--- src/rtl/plic_lite_pkg.sv ---
// Shared register map, ID width and request struct for the plic_lite controller.
package plic_lite_pkg;
    localparam logic [7:0] PLIC_PRIO_BASE = 8'h00;  // PRIO[i] sits at base + 4*i, i >= 1
    localparam logic [7:0] PLIC_ENABLE    = 8'h80;
    localparam logic [7:0] PLIC_EDGE      = 8'h84;
    localparam logic [7:0] PLIC_THRESH    = 8'h88;
    localparam logic [7:0] PLIC_CLAIM     = 8'h8C;
    localparam logic [7:0] PLIC_PENDING   = 8'h90;
    localparam int         PLIC_ID_W      = 5;
    localparam logic [31:0] CAUSE_EXTERNAL_INTERRUPT = 32'h8000_000B;

    typedef struct packed {
        logic        we;
        logic        re;
        logic [7:0]  addr;
        logic [31:0] wdata;
    } plic_req_t;

    function automatic logic [7:0] prio_addr(input int id);
        return PLIC_PRIO_BASE + 8'(4 * id);
    endfunction
endpackage

--- src/rtl/plic_lite_int_gateway.sv ---
// Per-source gateway: synchroniser, level/edge request capture and claim/complete bookkeeping.
module plic_lite_int_gateway #(
    parameter int SYNC_STAGES = 2
) (
    input  logic clk,
    input  logic reset,
    input  logic irq_in,
    input  logic edge_mode,
    input  logic claim,
    input  logic complete,
    output logic pending,
    output logic in_flight
);
    logic [SYNC_STAGES-1:0] sync;
    logic s, s_prev, rise, done, set, edge_hold;

    assign s    = sync[SYNC_STAGES-1];
    assign rise = s & ~s_prev;
    assign done = complete & in_flight;
    // A completion re-opens the gate in the same cycle for edges, one cycle later for levels.
    assign set  = edge_mode ? (rise & (~in_flight | done)) : (s & ~in_flight);

    always_ff @(posedge clk) begin
        if (reset) begin
            sync      <= '0;
            s_prev    <= 1'b0;
            pending   <= 1'b0;
            in_flight <= 1'b0;
            edge_hold <= 1'b0;
        end else begin
            sync[0] <= irq_in;
            for (int i = 1; i < SYNC_STAGES; i++) sync[i] <= sync[i-1];
            s_prev <= s;
            if (claim) begin
                pending   <= 1'b0;
                in_flight <= 1'b1;
            end else begin
                pending <= pending | set | (done & edge_hold);
                if (done) in_flight <= 1'b0;
            end
            if (done)
                edge_hold <= 1'b0;
            else if (edge_mode & rise & in_flight)
                edge_hold <= 1'b1;
        end
    end
endmodule

--- src/rtl/plic_lite.sv ---
// Lightweight PLIC: register file, priority/threshold arbitration, claim/complete decode, MEIP flop.
module plic_lite
    import plic_lite_pkg::*;
#(
    parameter int NUM_SRC     = 8,
    parameter int PRIO_W      = 3,
    parameter int SYNC_STAGES = 2
) (
    input  logic               clk,
    input  logic               reset,
    input  logic [NUM_SRC-1:0] irq_src,
    input  logic               reg_we,
    input  logic               reg_re,
    input  logic [7:0]         reg_addr,
    input  logic [31:0]        reg_wdata,
    output logic [31:0]        reg_rdata,
    output logic               meip
);
    plic_req_t                      req;
    logic [NUM_SRC:1][PRIO_W-1:0]   prio;
    logic [NUM_SRC:1]               enable, edge_mode, pending, in_flight, claim_vec, complete_vec;
    logic [PRIO_W-1:0]              thresh, best_prio;
    logic [PLIC_ID_W-1:0]           best_id;
    logic [31:0]                    rd_val;
    logic                           claim, complete, unused_req;

    assign req        = '{we: reg_we, re: reg_re, addr: reg_addr, wdata: reg_wdata};
    assign unused_req = ^req;
    assign claim      = req.re && (req.addr == PLIC_CLAIM);
    assign complete   = req.we && (req.addr == PLIC_CLAIM);

    for (genvar g = 1; g <= NUM_SRC; g++) begin : g_src
        assign claim_vec[g]    = claim && (best_id == PLIC_ID_W'(g));
        assign complete_vec[g] = complete && (req.wdata[PLIC_ID_W-1:0] == PLIC_ID_W'(g));
        plic_lite_int_gateway #(.SYNC_STAGES(SYNC_STAGES)) int_gateway (
            .clk       (clk),
            .reset     (reset),
            .irq_in    (irq_src[g-1]),
            .edge_mode (edge_mode[g]),
            .claim     (claim_vec[g]),
            .complete  (complete_vec[g]),
            .pending   (pending[g]),
            .in_flight (in_flight[g])
        );
    end

    // Ascending scan with strict '>' keeps the lowest ID on priority ties.
    always_comb begin
        best_id   = '0;
        best_prio = thresh;
        for (int i = 1; i <= NUM_SRC; i++)
            if (pending[i] && enable[i] && (prio[i] > best_prio)) begin
                best_id   = PLIC_ID_W'(i);
                best_prio = prio[i];
            end
    end

    always_comb begin
        rd_val = '0;
        for (int i = 1; i <= NUM_SRC; i++)
            if (req.addr == prio_addr(i)) rd_val[PRIO_W-1:0] = prio[i];
        case (req.addr)
            PLIC_ENABLE:  rd_val[NUM_SRC:1]   = enable;
            PLIC_EDGE:    rd_val[NUM_SRC:1]   = edge_mode;
            PLIC_THRESH:  rd_val[PRIO_W-1:0]  = thresh;
            PLIC_CLAIM:   rd_val[PLIC_ID_W-1:0] = best_id;
            PLIC_PENDING: rd_val[NUM_SRC:1]   = pending;
            default: ;
        endcase
    end

    always_ff @(posedge clk) begin
        if (reset) begin
            prio      <= '0;
            enable    <= '0;
            edge_mode <= '0;
            thresh    <= '0;
            meip      <= 1'b0;
            reg_rdata <= '0;
        end else begin
            meip      <= (best_id != '0);
            reg_rdata <= req.re ? rd_val : '0;
            if (req.we) begin
                for (int i = 1; i <= NUM_SRC; i++)
                    if (req.addr == prio_addr(i)) prio[i] <= req.wdata[PRIO_W-1:0];
                case (req.addr)
                    PLIC_ENABLE: enable    <= req.wdata[NUM_SRC:1];
                    PLIC_EDGE:   edge_mode <= req.wdata[NUM_SRC:1];
                    PLIC_THRESH: thresh    <= req.wdata[PRIO_W-1:0];
                    default: ;
                endcase
            end
        end
    end
endmodule

--- config.mk ---
export PLATFORM = sky130hd
export DESIGN_NAME = plic_lite
export DESIGN_NICKNAME = d
export VERILOG_FILES = /design/src/rtl/plic_lite_pkg.sv /design/src/rtl/plic_lite_int_gateway.sv /design/src/rtl/plic_lite.sv
export SDC_FILE = /design/constraint.sdc
export NUM_CORES = 1
export LEC_CHECK = 0
export BUFFER_PORTS_ARGS = -buffer_cell sky130_fd_sc_hd__buf_4
export CAP_MARGIN = 40
export CORE_MARGIN = 3
export CORE_UTILIZATION = 49
export CTS_BUF_LIST = sky130_fd_sc_hd__clkbuf_8
export DETAILED_ROUTE_END_ITERATION = 7
export PLACE_DENSITY = 0.67
export SYNTH_ARGS = -nofsm -noshare
export SYNTH_HDL_FRONTEND = slang
export SYNTH_HIERARCHICAL = 1
export SYNTH_SLANG_ARGS = --single-unit
export TNS_END_PERCENT = 50
--- constraint.sdc ---
create_clock -name clk -period 24.7 [get_ports clk]
set_clock_uncertainty 0.2 [all_clocks]
set_input_delay 1.235 -clock clk [delete_from_list [all_inputs] [get_ports clk]]
set_output_delay 1.235 -clock clk [all_outputs]
set_load 0.02 [all_outputs]
==> results.toml <==
[placed_design]
place_ws_ns = 11.94
gp_congestion = 0.893
port_buffers = 38
place_hpwl_um = 10400
place_area_um2 = 5650
dp_cells = 804

[synthesis]
synth_common_cells = "101 x dfxtp_1, 75 x nor2_1, 74 x nand2_1"
async_flop_share_pct = 0
yosysSeqAreaShare_pct = 38.0
yosysMostFrequentCell = "dfxtp_1"
synth_cells = 647
synth.distinct_cells = 63
synthFlopType = "dfxtp_1"
synth_area_um2 = 5320
yosysWarnings = 6
syn_area_per_cell_um2 = 8.22
synth-edff-count = 0
yosysTopAreaCell = "dfxtp_1"
synth_top_area_share_pct = 38.0
ys_ff_latch = 101
synthTopCellsByArea = "dfxtp_1 38%, nand3_1 5.4%, nor2_1 5.3%"

[global_route]
grt_usage_pct = 23.6
grt_pass1_vias = 4582
grt_max_degree = 72
grt_pass1_wl_um = 22500
overflow = 0
antenna_found_initial = 0

[timing]
post-route-period-util_pct = 52.3
setup_ws_ns = 11.78
worstMarginPinSlew_ns = 0.649
fmax_ghz = 0.0774
rsz0062_at_grt = "no"
slew_headroom_pct = 56.1
timing.hold.ws_ns = 0.241
finalSetupViolations = 0
fin_crit_ns = 12.92
hold_viol = 0
drv_slew = 0
finalSetupTns_ns = 0

[setup_path]
critical_path_class = "register to register"
critPathRequiredTime_ns = 24.78
crit_fanout = 8
cp-end-kind = "register"
r2r-end = "g_src[1].int_gateway/pending$_SDFF_PP0_"
crit_top_cell = "ha_1"
worst_path_max_delay_cell = "a211oi_4"
r2r-start = "thresh[2]$_SDFFE_PP0P_"
regToRegSetupSlack_ns = 11.78
arrival_ns = 12.99
reg2regPathDepth = 50
max_stage_delay_ns = 0.45
critPathLaunchType = "register"

[floorplanning]
fp.dieArea_um2 = 12100
fp.dieW_um = 110
die_h_um = 110
core-area_um2 = 10500
floorplan.rows = 37
io_pins = 85
start_util_pct = 50.8

[layout]
antenna_cells = 0
syn_to_final_growth_pct = 9.88
design_area_um2 = 5850
drive_gt1_share_pct = 12.7
instances_no_fill = 820
utilization_pct = 55.9
nets = 745

[clock_tree]
cts_htree_levels = 3
cts_setup_buffers = 0
cts_sinks = 101
cts-resized-gates = 0
clockRootBuffer = "clkbuf_8"
cts.clk_slew.worst_paths_ns = 0.11
numCtsBuffers = 9
cts_hold_buf = 0
clockBufferDepth = 2
insertion_delay_ns = 0.38
tritoncts = "built"

[power_and_ir_drop]
clock_power_share_pct = 36.2
p_sw_mw = 0.0792
cellPowerDensity_nw_per_um2 = 49.6
pwr-share-comb_pct = 6.2
p_leak_nw = 2.07
p_sw_share_pct = 27.3
p_int_mw = 0.211
peakVddDrop_uv = 36.2
p_total_mw = 0.290
power_frac_seq_pct = 57.6

[routing]
vias = 4955
via_per_inst = 6.04
ant_nets = 0
drcViolationCount = 0
wl_um = 14100
first_pass_iters = 6
wl_per_cell_um = 17.2
drt_iter0_drc = 402

[flow_run]
maxCapViolCount = 0

[hold_path]
hold_depth = 1
hold_end = "g_src[6].int_gateway/sync[1]$_SDFF_PP0_"
holdCritStartpoint = "g_src[6].int_gateway/sync[0]$_SDFF_PP0_"
hold_class = "register to register"

[run_status]
status = "finished, final reports clean"
power by group through the flow:
stage               clock (mW)  sequential [mW]  combinational (mW)
global placement             0            0.171              0.0169
finish                   0.105            0.167              0.0181
CTS                      0.106            0.167              0.0179
detailed placement           0            0.171              0.0178
global route             0.114            0.167              0.0197
floorplan                    0            0.170              0.0131
registers in the layout (all words and copies together), names as in the netlist:
signal,cells
edge_mode,8
enable,8
g_src.int_gateway/edge_hold,8
g_src.int_gateway/in_flight,8
g_src.int_gateway/pending,8
g_src.int_gateway/s_prev,8
g_src.int_gateway/sync,16
meip,1
prio,24
reg_rdata,9
thresh,3
final cells by class:
type | instances | area (um^2)
sequential | 101 | 2020
timing repair buffer | 42 | 335
tap | 136 | 170
fill | 989 | 4620
clock inverter | 7 | 68.8
multi-input combinational | 499 | 3030
inverter | 26 | 97.6
clock buffer | 9 | 124
how the worst max path moves through the flow:
stage	start	to	slack [ns]	cells past startpoint
2_1_floorplan	thresh[2]$_SDFFE_PP0P_	g_src[1].int_gateway/pending$_SDFF_PP0_	13.65	51
3_3_place_gp	thresh[2]$_SDFFE_PP0P_	g_src[1].int_gateway/pending$_SDFF_PP0_	12.20	50
3_5_place_dp	thresh[2]$_SDFFE_PP0P_	g_src[1].int_gateway/pending$_SDFF_PP0_	11.94	50
4_1_cts	thresh[2]$_SDFFE_PP0P_	g_src[1].int_gateway/pending$_SDFF_PP0_	11.92	50
5_1_grt	thresh[2]$_SDFFE_PP0P_	g_src[1].int_gateway/pending$_SDFF_PP0_	11.03	50
6_report	thresh[2]$_SDFFE_PP0P_	g_src[1].int_gateway/pending$_SDFF_PP0_	11.78	50
cell families (layout without fill, tap and decap cells):
family                   count (synthesis)  count (layout)  synth area share (%)
AND/OR/NAND/NOR                        301             301                  28.6
AO/OA/AOI/OAI                          150             150                  21.1
flip-flops                             101             101                  38.0
buffers and inverters                   69              84                  6.63
adder cells (fa/ha/maj)                 15              15                  3.48
multiplexers                            10              10                  2.19
other                                    1              23                0.0705
placed cells by master, fill, tap and decap left out, drive strengths merged, types with 9 or more instances in the layout:
master | synthesis | layout
inv | 26 | 29
a222oi | 10 | 10
a21oi | 54 | 54
buf | 26 | 42
nor2 | 75 | 75
a211oi | 10 | 10
a41oi | 9 | 9
clkbuf | 17 | 9
o31a | 10 | 10
ha | 14 | 14
nand3 | 57 | 57
nor4bb | 9 | 9
conb | 1 | 23
nor2b | 36 | 36
nand2 | 74 | 74
dfxtp | 101 | 101
per-layer routing:
metal  global-route usage (%)  vias up  wire, um
li1                         -     2383         -
met1                     30.8     2393      6100
met2                     40.1      162      6930
met3                     4.14       17       939
met4                     6.42        0       165
met5                        0        -         0
critical path: cells and delay by family, from the launching register on:
kind	cells	cell delay (ns)
AO/OA/AOI/OAI	16	3.72
buffers and inverters	1	0.12
multiplexers	6	2.20
adder cells (fa/ha/maj)	9	2.69
AND/OR/NAND/NOR	18	3.47
flip-flops	1	0.42
Power figures use the tool's default switching activity.
